--- src/rtl/cu_bist_if.sv ---
// Control unit boundary: instruction in, decoded control bundle out.
// The BIST drives instr through tb; the control unit answers through cu.
interface control_unit_if;
  logic [31:0] instr;
  logic        WEN;
  logic        brnch_eq;
  logic        brnch_ne;
  logic        jmp;
  logic        JR;
  logic        JALflag;
  logic        cuDRE;
  logic        cuDWE;
  logic        cuIRE;
  logic        cuHALT;
  logic [3:0]  ALUOP;
  logic        ALUsrc;
  logic        EXTop;
  logic        RegDst;
  logic        MemToReg;
  logic        SHIFTflag;
  logic        LUIflag;

  modport tb (
    output instr,
    input  WEN, brnch_eq, brnch_ne, jmp, JR, JALflag,
    input  cuDRE, cuDWE, cuIRE, cuHALT, ALUOP,
    input  ALUsrc, EXTop, RegDst, MemToReg, SHIFTflag, LUIflag
  );

  modport cu (
    input  instr,
    output WEN, brnch_eq, brnch_ne, jmp, JR, JALflag,
    output cuDRE, cuDWE, cuIRE, cuHALT, ALUOP,
    output ALUsrc, EXTop, RegDst, MemToReg, SHIFTflag, LUIflag
  );
endinterface

--- src/rtl/cu_bist.sv ---
// Control unit self-test: LFSR instruction stream in, MISR of the
// decoded control bundle out, compared against a golden signature.
module cu_bist #(
  parameter int unsigned NUM_VECTORS = 256,
  parameter logic [31:0] SEED        = 32'h00000001
) (
  input  logic              CLK,
  input  logic              nRST,
  control_unit_if.tb        cuif,
  input  logic              start,
  input  logic [31:0]       expected_sig,
  output logic              busy,
  output logic              done,
  output logic              pass,
  output logic [31:0]       signature
);

  localparam int CW = $clog2(NUM_VECTORS + 1);
  localparam logic [31:0] SEED_EFF =
    (SEED == 32'h0) ? 32'h00000001 : SEED;
  localparam logic [CW-1:0] LAST = CW'(NUM_VECTORS - 1);
  localparam logic [31:0] TAPS = 32'h80200003;
  localparam logic [31:0] POLY = 32'h04C11DB7;

  typedef enum logic [1:0] {IDLE, RUN, DONE} state_t;

  state_t        state_q, state_d;
  logic [31:0]   lfsr_q, lfsr_d;
  logic [31:0]   misr_q, misr_d;
  logic [31:0]   instr_q, instr_d;
  logic [CW-1:0] cnt_q, cnt_d;
  logic          busy_q, busy_d;
  logic          done_q, done_d;
  logic          pass_q, pass_d;

  logic [19:0]   pkt;
  logic [31:0]   lfsr_step;
  logic [31:0]   misr_step;

  always_comb begin
    pkt = {cuif.WEN, cuif.brnch_eq, cuif.brnch_ne,
           cuif.jmp, cuif.JR, cuif.JALflag,
           cuif.cuDRE, cuif.cuDWE, cuif.cuIRE,
           cuif.cuHALT, cuif.ALUOP,
           cuif.ALUsrc, cuif.EXTop, cuif.RegDst,
           cuif.MemToReg, cuif.SHIFTflag, cuif.LUIflag};

    lfsr_step = {1'b0, lfsr_q[31:1]}
              ^ (lfsr_q[0] ? TAPS : 32'h0);
    misr_step = {misr_q[30:0], 1'b0}
              ^ (misr_q[31] ? POLY : 32'h0)
              ^ {12'h000, pkt};

    state_d = state_q;
    lfsr_d  = lfsr_q;
    misr_d  = misr_q;
    cnt_d   = cnt_q;
    pass_d  = pass_q;

    unique case (state_q)
      IDLE, DONE: begin
        if (start) begin
          state_d = RUN;
          lfsr_d  = SEED_EFF;
          misr_d  = 32'h0;
          cnt_d   = '0;
          pass_d  = 1'b0;
        end
      end
      RUN: begin
        lfsr_d = lfsr_step;
        misr_d = misr_step;
        if (cnt_q == LAST) begin
          state_d = DONE;
          pass_d  = (misr_step == expected_sig);
        end else begin
          cnt_d = cnt_q + CW'(1);
        end
      end
      default: state_d = IDLE;
    endcase

    // instr follows the LFSR only while running, straight from a flop
    instr_d = (state_d == RUN) ? lfsr_d : 32'h0;
    busy_d  = (state_d == RUN);
    done_d  = (state_d == DONE);
  end

  always_ff @(posedge CLK or negedge nRST) begin
    if (!nRST) begin
      state_q <= IDLE;
      lfsr_q  <= SEED_EFF;
      misr_q  <= 32'h0;
      instr_q <= 32'h0;
      cnt_q   <= '0;
      busy_q  <= 1'b0;
      done_q  <= 1'b0;
      pass_q  <= 1'b0;
    end else begin
      state_q <= state_d;
      lfsr_q  <= lfsr_d;
      misr_q  <= misr_d;
      instr_q <= instr_d;
      cnt_q   <= cnt_d;
      busy_q  <= busy_d;
      done_q  <= done_d;
      pass_q  <= pass_d;
    end
  end

  assign cuif.instr = instr_q;
  assign busy       = busy_q;
  assign done       = done_q;
  assign pass       = pass_q;
  assign signature  = misr_q;

endmodule

--- src/flat_wrapper.sv ---
// flat-port wrapper written by rule: the top's interface ports become plain ports
module cu_bist_flat 
#(
  parameter int unsigned NUM_VECTORS = 256,
  parameter logic [31:0] SEED        = 32'h00000001
)
  (CLK, nRST, start, expected_sig, busy, done, pass, signature, cuif_instr, cuif_WEN, cuif_brnch_eq, cuif_brnch_ne, cuif_jmp, cuif_JR, cuif_JALflag, cuif_cuDRE, cuif_cuDWE, cuif_cuIRE, cuif_cuHALT, cuif_ALUOP, cuif_ALUsrc, cuif_EXTop, cuif_RegDst, cuif_MemToReg, cuif_SHIFTflag, cuif_LUIflag);
  control_unit_if cuif_i ();
  input  logic CLK;
  input  logic nRST;
  input  logic start;
  input  logic [31:0] expected_sig;
  output logic busy;
  output logic done;
  output logic pass;
  output logic [31:0] signature;
  output wire logic [$bits(cuif_i.instr)-1:0] cuif_instr;
  input wire logic [$bits(cuif_i.WEN)-1:0] cuif_WEN;
  input wire logic [$bits(cuif_i.brnch_eq)-1:0] cuif_brnch_eq;
  input wire logic [$bits(cuif_i.brnch_ne)-1:0] cuif_brnch_ne;
  input wire logic [$bits(cuif_i.jmp)-1:0] cuif_jmp;
  input wire logic [$bits(cuif_i.JR)-1:0] cuif_JR;
  input wire logic [$bits(cuif_i.JALflag)-1:0] cuif_JALflag;
  input wire logic [$bits(cuif_i.cuDRE)-1:0] cuif_cuDRE;
  input wire logic [$bits(cuif_i.cuDWE)-1:0] cuif_cuDWE;
  input wire logic [$bits(cuif_i.cuIRE)-1:0] cuif_cuIRE;
  input wire logic [$bits(cuif_i.cuHALT)-1:0] cuif_cuHALT;
  input wire logic [$bits(cuif_i.ALUOP)-1:0] cuif_ALUOP;
  input wire logic [$bits(cuif_i.ALUsrc)-1:0] cuif_ALUsrc;
  input wire logic [$bits(cuif_i.EXTop)-1:0] cuif_EXTop;
  input wire logic [$bits(cuif_i.RegDst)-1:0] cuif_RegDst;
  input wire logic [$bits(cuif_i.MemToReg)-1:0] cuif_MemToReg;
  input wire logic [$bits(cuif_i.SHIFTflag)-1:0] cuif_SHIFTflag;
  input wire logic [$bits(cuif_i.LUIflag)-1:0] cuif_LUIflag;
  assign cuif_instr = cuif_i.instr;
  assign cuif_i.WEN = cuif_WEN;
  assign cuif_i.brnch_eq = cuif_brnch_eq;
  assign cuif_i.brnch_ne = cuif_brnch_ne;
  assign cuif_i.jmp = cuif_jmp;
  assign cuif_i.JR = cuif_JR;
  assign cuif_i.JALflag = cuif_JALflag;
  assign cuif_i.cuDRE = cuif_cuDRE;
  assign cuif_i.cuDWE = cuif_cuDWE;
  assign cuif_i.cuIRE = cuif_cuIRE;
  assign cuif_i.cuHALT = cuif_cuHALT;
  assign cuif_i.ALUOP = cuif_ALUOP;
  assign cuif_i.ALUsrc = cuif_ALUsrc;
  assign cuif_i.EXTop = cuif_EXTop;
  assign cuif_i.RegDst = cuif_RegDst;
  assign cuif_i.MemToReg = cuif_MemToReg;
  assign cuif_i.SHIFTflag = cuif_SHIFTflag;
  assign cuif_i.LUIflag = cuif_LUIflag;
  cu_bist #(.NUM_VECTORS(NUM_VECTORS), .SEED(SEED)) u_core (.CLK(CLK), .nRST(nRST), .cuif(cuif_i), .start(start), .expected_sig(expected_sig), .busy(busy), .done(done), .pass(pass), .signature(signature));
endmodule
--- config.mk ---
export PLATFORM = sky130hd
export DESIGN_NAME = cu_bist_flat
export DESIGN_NICKNAME = d
export VERILOG_FILES = /design/src/rtl/cu_bist_if.sv /design/src/rtl/cu_bist.sv /design/src/flat_wrapper.sv
export SDC_FILE = /design/constraint.sdc
export NUM_CORES = 1
export LEC_CHECK = 0
export BUFFER_PORTS_ARGS = -buffer_cell sky130_fd_sc_hd__buf_2
export CORE_MARGIN = 1
export CORE_UTILIZATION = 30
export CTS_BUF_LIST = sky130_fd_sc_hd__clkbuf_8
export CTS_CLUSTER_DIAMETER = 40
export DETAILED_ROUTE_END_ITERATION = 10
export HOLD_SLACK_MARGIN = 0.15
export SLEW_MARGIN = 25
export SYNTH_ARGS = -nofsm -noshare
export SYNTH_HDL_FRONTEND = slang
export SYNTH_SLANG_ARGS = --single-unit
--- constraint.sdc ---
create_clock -name CLK -period 5.3 [get_ports CLK]
set_input_delay 0.795 -clock CLK [delete_from_list [all_inputs] [get_ports CLK]]
set_output_delay 0.795 -clock CLK [all_outputs]
set_load 0.005 [all_outputs]
Word level (Yosys, flattened, before mapping)
Cells that the tools add are included.

storage, ports and cells
  register bits after elaboration = 110
  input port bits = 55
  output and inout bits = 67
  word-level logic and storage cells = 43

cells by class
  add/sub/neg operators = 1
  equal/unequal tests = 9
  mux-type cells = 16
  bitwise operators = 3
  reductions and logical operators = 6

operator list
  operator                                                number
  two-way mux 32 bit                                      4
  case mux 32 bit (2 select lines)                        2
  == test 32 bit                                          1
  XOR 31 x 32 -> 32 bit                                   1
  XOR 32 x 20 -> 32 bit                                   1
  XOR 32 bit                                              1
  two-way mux 27 bit                                      1
  two-way mux 9 bit                                       2
  case mux 9 bit (2 select lines)                         1
  adder 9 x 1 -> 9 bit (second input constant)            1
  == test 9 x 8 -> 1 bit (second input constant)          1
  AND reduction 3 bit                                     2
  == test 2 x 1 -> 1 bit (second input constant)          2
  == test 2 bit (second input constant)                   2
  two-way mux 2 bit                                       2
  inequality test 2 bit (second input constant)           2
  case mux 2 bit (2 select lines)                         1
  zero test 2 bit                                         1
  two-way mux 1 bit                                       2
  inequality test 2 x 1 -> 1 bit (second input constant)  1
  case mux 1 bit (2 select lines)                         1
  AND reduction 2 bit                                     1
  nonzero test 2 bit                                      1
  OR reduction 2 bit                                      1

Depth between registers and ports, before layout
Gate-level depths: netlist (run 1).

  depth after elaboration = 6
  gate-level depth with buffers = 9
  depth with buffers taken out = 9

Least setup slack after synthesis (run 1)
OpenSTA, ideal clock, no wires.

  kind = flip-flop to flip-flop
  start point = register u_core.cnt_q[0]
  end point = register u_core.pass_q (netlist: u_core.pass)
  library setup time = 0.077 ns
  arrival time = 2.029 ns
  required time = 5.223 ns
  path slack = 3.195 ns
  stages on the path, launching flop included = 10
  path buffers = 0
  period minus slack after synthesis = 2.105 ns
  cells stage by stage = dfrtp_1 ha_1 nand3_1 nor2_1 ha_1 nand3b_4 or4_1 nor4_1 o2111ai_1 o21ai_1

between the ends
  longest elaborated chain between the ends = 3

RTL lines
  item                                      RTL line        text
  start: declaration                        cu_bist.sv:31   logic [CW-1:0] cnt_q, cnt_d;
  start signal: assignment                  cu_bist.sv:104  cnt_q <= cnt_d;
  == test 9 x 8 -> 1 bit                    cu_bist.sv:73   if (cnt_q == LAST) begin
  inequality test 2 x 1 -> 1 bit (no line)  n/a
  AND reduction 3 bit (no line)             n/a
  end signal: assignment                    cu_bist.sv:107  pass_q <= pass_d;
  end: declaration                          cu_bist.sv:34   logic pass_q, pass_d;

No other way between the ends.
A chain may end at the register's enable or synchronous reset.

Worst setup path after layout (run 1)
Ends and elaborated chain as after synthesis.

==> run metrics, run 1 <==
Nets=536; Initial DRT Pass Iterations=4; Via-to-Cell Ratio=between 4 and 5; CP top delay family=simple AND/OR/NAND/NOR gates; sequential element share of the synthesized area=0.5815; final setup vio count=0; Starting Density=0.3092; CP Buf/Inv Count=0; Placeable Area=approximately 0.015 mm^2; largest family of logic cells by synthesized area=XOR/XNOR gates; CP Depth=9; P&R area growth vs syn=22.11%; Reg clk slew, reported paths=around 0.11 ns; Port-buffer cells=roughly 120; multiplexer share of the synthesized area=0; Period minus WS final=between 2 and 2.5 ns; worst slew pin tran=0.8527 ns; number of synthesized flops with an enable pin=0; dpl cells=679; Mapped Cells=about 360; flops & latches, synth=110; CP required=~5.6 ns; WL final=roughly 10 mm; xor and xnor area share after synthesis=0.1604; Critical Path Start Type=flop; unrepaired setup endpoints after global routing=no; vias in the first global route=about 3,300; final hold vios=0; Avg Cell Area, Syn=13.08 um^2; Post-synth ARST share=1.000; largest net degree at the start of global routing=67; DPL Wire Length=a little over 7 mm; Vias=around 3,200; synth warn=0; Synthesized Nets=roughly 420; DRC violations left=0; CTS Sinks=110; Root Buffer=clkbuf_8; max-slew violation count=0; Clock Latency Late Sink=0.38 ns; reg2reg path depth=9; Simple-Gate Fraction of Synth Area=0.09881; post-CTS setup buffers=0; CP endpoint kind=flop; TNS Setup=0 ns; DIE AREA=0.01629 mm^2; Static Leakage=approximately 2.8 nW; GRT Total Usage=0.1379; crit-path max FO=4; worst hold path class=in2async; cells along the critical path=ha_1 -> nand3_1 -> nor2_1 -> ha_1 -> nand3b_4 -> or4_1 -> nor4_1 -> o2111ai_1 -> o21ai_1; routability congestion estimate=0.8374; Post-CTS Resized=0; Mapped Area=approximately 0.0047 mm^2; FP Rows=45; power density over cell area=approximately 570 mW/mm^2; critical path's most frequent cell=ha_1; predominant post-synthesis flop cell=dfrtp_1; r2r endpoint=u_core.pass; Final Cycle Share=0.4497; Max Clock Skew=between 0.007 and 0.008 ns; H-tree lvl count=3; Setup WS post-layout=2.916 ns; largest stage delay on the critical path=~0.57 ns; Layout Cells excl Fill=695; Max clock buf depth=2; Die H=between 100 and 150 um; # hold bufs at CTS=0; CP arrival=2.69 ns; WS Path Type=reg2reg; Worst VDD drop=0.0002426 V; max frequency=between 400 and 500 MHz; Die X=roughly 130 um; first-pass GRT wire length=around 17 mm; Worst path slowest cell=or4_1; run status=complete, no violations; Iteration-0 DRC Markers=roughly 170; max_slew headroom=0.4315; diode count=0; Reg2Reg Setup Slack=about 3 ns; compound-gate portion of the synthesized area=0.1369; Max Cap Violations=0; library cells used by synthesis=33; CTS tree=done; pre-CTS setup slack=~2.8 ns; fraction of layout cells with a size suffix above 1=0.3037; CTS buffer count=9; Overflow after GRT=0; Routed Antenna Nets=0; io pins=between 100 and 150; R2R Path Start=u_core.cnt_q[0]; initial antenna violation count=0; adder-cell area share of the yosys netlist=0.005284; WL per Instance=between 15 and 20 um
[layout make-up]
class                   instances  area, um^2
flip-flops and latches        110        2754
clock buffers                  10       137.6
clock inverters                 6       62.56
fillers                      1562        9532
well taps                     211       264.0
multi-input cells             231        1916
inverters                       1       3.754
repair buffers                126       645.6
[report_power, final]
part | internal, mW | switching, mW
sequential | 1.23 | 0.329
combinational | 0.726 | 0.501
clock | 0.197 | 0.311
[through the flow]
stage / power, mW / utilization / instance area [um^2] / hold slack (ns)
final: 3.292 / 0.3776 / 5783 / 0.5049
after global routing: 3.544 / 0.3776 / 5783 / 0.5348
after CTS: 3.344 / 0.3776 / 5783 / 0.5062
after detailed placement: 2.827 / 0.3645 / 5583 / 0.4865
after global placement: 2.793 / 0.3645 / 5583 / 0.4837
after floorplan: 2.327 / - / 4736 / 0.4411
[routing by layer]
metal / GRT usage / vias to the layer above / part of all wire
li1: - / 1524 / -
met4: 0.04706 / 0 / 0.015
met1: 0.1784 / 1565 / 0.46
met3: 0.03811 / 11 / 0.060
met5: 0 / - / 0
met2: 0.2228 / 126 / 0.46
[registers in the layout, summed over array words and instances, names as in the netlist]
name and cells:
u_core.done 1, u_core.pass 1, u_core.lfsr_q 32, u_core.busy 1, u_core.cnt_q 9, u_core.signature 32, u_core.cuif.instr 32, u_core.state_q 2
[logic make-up after synthesis]
kind of cell               after synthesis
AOI/OAI and AO/OA                       79
adders and majority gates                2
and+or+nand+nor                         79
buffers and inverters                   21
DFF                                    110
xor gates and xnor gates                71
[cells in the mapped netlist, types with 2 or more instances]
cell,number,share of area
dfrtp_1,109,0.58
a22o_1,63,0.12
and2_1,32,0.042
xor2_1,31,0.057
xnor2_1,30,0.055
clkbuf_1,18,0.014
nand2_1,10,0.0079
xnor3_1,10,0.048
nor2_1,8,0.0063
o21ai_0,7,0.0074
nand3_1,5,0.0053
nand4_1,4,0.0053
nor4_1,4,0.0053
nand2b_1,3,0.0040
or3_1,3,0.0040
a21oi_1,2,0.0021
and3_1,2,0.0026
and4_1,2,0.0037
buf_2,2,0.0021
ha_1,2,0.0053
nor2b_1,2,0.0026
o2111ai_1,2,0.0037
[placed cells by master, fill, tap and decap left out, types with 3 or more instances in the layout]
cell      synthesis  routed
buf_2             2     120
dfrtp_1         109     109
a22o_1           63      63
and2_1           32      32
xor2_1           31      31
xnor2_1          30      30
nand2_1          10      10
xnor3_1          10      10
clkbuf_8          0      10
o21ai_0           7       7
nor2_1            8       7
buf_4             0       6
nand3_1           5       5
nand4_1           4       4
nor4_1            4       4
nand2b_1          3       3
or3_1             3       3
[worst reg2reg max path, delay by kind of cell (launching register included)]
kind            cells  cell delay, ns
fa+ha+maj           2            0.46
simple gates        5            1.16
flops               1            0.40
compound gates      2            0.31
[worst max path at each step]
stage | start | end | slack (ns)
6_report | u_core.cnt_q[0] | u_core.pass | 2.92
5_1_grt | u_core.cnt_q[0] | u_core.cnt_q[5] | 2.68
4_1_cts | u_core.cnt_q[0] | u_core.pass | 2.88
3_5_place_dp | start | u_core.cnt_q[7] | 2.83
3_3_place_gp | start | u_core.cnt_q[5] | 2.93
2_1_floorplan | u_core.cnt_q[0] | u_core.pass | 3.19
No activity file was read; power rests on OpenSTA's default activity.
==> inputs of run 2 (changes only) <==
clock period = 2.1 ns   (was 5.3 ns; I/O delays follow)
==> run metrics, run 2 (same netlist as run 1, synthesis figures left out) <==
Sw Pwr=2.928 mW; Die H=between 100 and 150 um; WL final=10.72 mm; Vias=roughly 3,300; Int Power=between 5 and 6 mW; unrepaired setup endpoints after global routing=yes; most common cell after layout, fill and taps aside=buf_2; Final Cycle Share=0.9800; WS Path Type=reg2reg; DIE AREA=about 0.016 mm^2; Max clock buf depth=2; fill count=roughly 1,500; Finished Core Util=0.3933; Die X=127.6 um; critical path's most frequent cell=ha_2; Worst path slowest cell=or3_4; DR WL met3=between 600 and 700 um; Period minus WS final=roughly 2.1 ns; CTS tree=done; max-slew violation count=0; Max Clock Skew=between 0.004 and 0.005 ns; Max Cap Violations=0; max frequency=485.9 MHz; Met2 Wirelength=5.194 mm; diode count=0; DPL Wire Length=roughly 7.6 mm; CP required=around 2.4 ns; final setup vio count=0; routability congestion estimate=0.8181; CP endpoint kind=flop; Reg clk slew, reported paths=0.10 ns; DRC violations left=0; H-tree lvl count=3; initial antenna violation count=0; power density over cell area=around 1400 mW/mm^2; worst slew pin tran=0.5532 ns; Starting Density=0.3092; CP top delay family=simple AND/OR/NAND/NOR gates; largest net degree at the start of global routing=64; Overflow after GRT=0; first-pass GRT wire length=approximately 17 mm; io pins=122; WL per Instance=15.04 um; CP arrival=roughly 2.4 ns; Nets=554; Root Buffer=clkbuf_8; CTS Sinks=110; part of the power in registers=0.456; area of the multi-input gates=0.001978 mm^2; Placeable Area=~0.015 mm^2; Switching Fraction=0.3419; final instance area=~0.006 mm^2; fraction of layout cells with a size suffix above 1=0.3466; Port-buffer cells=121; Worst VDD drop=roughly 0.00058 V; commonest cells after routing, fill and taps aside=buf_2 (120), dfrtp_1 (109), a22o_1 (63); Clock Latency Late Sink=0.38 ns; Initial DRT Pass Iterations=4; Setup WS post-layout=around 0.042 ns; Via-to-Cell Ratio=around 4.6; cells along the critical path=ha_2 -> nand3_2 -> nor2_2 -> ha_2 -> buf_6 -> nor3b_4 -> o2111ai_2 -> or3_4 -> a21oi_2; P&R area growth vs syn=27.19%; Cell Area, Placed=between 0.005 and 0.006 mm^2; Sequential cell area=~0.0028 mm^2; run status=complete, no violations; CP Buf/Inv Count=1; Routed met1 length=4.728 mm; crit-path max FO=3; FP Rows=45; combinational power share=0.390; final hold vios=0; Routed Antenna Nets=0; Critical Path Start Type=flop; largest stage delay on the critical path=0.42 ns; pre-CTS setup slack=-0.1211 ns; GRT Total Usage=0.1368; Static Leakage=about 3 nW; vias in the first global route=3,395; max_slew headroom=0.6217; Iteration-0 DRC Markers=144; worst hold path class=in2reg; uppermost routed layer=met4; clock network fraction of design power=0.154; CTS buffer count=9
run 2: cell types whose count changed in the layout (fill, tap and decap cells not counted), sizes merged:
cell | before | now
buf | 126 | 142
dlygate4sd3 | 0 | 2
bufinv | 0 | 1
clkbuf | 10 | 9
clkinv | 3 | 4
inv | 4 | 3
run 2: final timing paths:
path / start / slack [ns] / depth (start not counted) / to
hold reg to reg: u_core.lfsr_q[10] / 0.52 / 1 / u_core.cuif.instr[9]
setup reg to reg: u_core.cnt_q[1] / 0.04 / 9 / u_core.cnt_q[5]
setup / recovery: u_core.cnt_q[1] / 0.04 / 9 / u_core.cnt_q[5]
min in group asynchronous: nRST / 0.41 / 2 / u_core.signature[19]
hold / removal: cuif_WEN / 0.30 / 3 / u_core.signature[19]
max in group asynchronous: nRST / 1.04 / 3 / u_core.cuif.instr[20]
run 2: per-stage QoR:
step	instances	hold WS, ns	power (mW)	setup TNS [ns]
floorplan	362	0.01941	5.873	0
global placement	693	0.2897	7.145	-0.06420
detailed placement	693	0.3010	7.262	-0.1211
CTS	712	0.2689	8.631	0
global route	713	0.2893	9.195	-0.1111
finish	713	0.2984	8.562	0
run 2: power groups by stage:
stage	sequential (mW)	combinational, mW	clock [mW]
2_1_floorplan	3.83	2.04	0
3_3_place_gp	3.90	3.24	0
3_5_place_dp	3.93	3.33	0
4_1_cts	3.91	3.34	1.38
5_1_grt	4.04	3.70	1.46
6_report	3.90	3.34	1.32
run 2: area by class of cell:
class                   count  share of cell area
multi-input cells         231              0.3284
well taps                 211             0.04383
clock buffers               9             0.02057
clock inverters             7             0.01350
flip-flops and latches    110              0.4572
inverters                   1           0.0006232
repair buffers            144              0.1359
run 2: routing by layer:
metal / global-route usage / up-vias
li1: - / 1545
met5: 0 / -
met3: 0.04523 / 11
met1: 0.1680 / 1613
met2: 0.2266 / 114
met4: 0.04498 / 0
run 2: tightest hold or removal path, delay by kind of cell:
family | cells | cell delay, ns
AOI/OAI and AO/OA | 1 | 0.17
xor gates and xnor gates | 1 | 0.07
buffers and inverters | 1 | 0.10
run 2: timing repair:
item,4_1_cts,5_1_grt
hold buffers,2,0
endpoints found under the hold margin,33,0
pin swaps,6,7
setup endpoints to repair,1,4
gates resized for setup,3,13
setup buffers,1,1
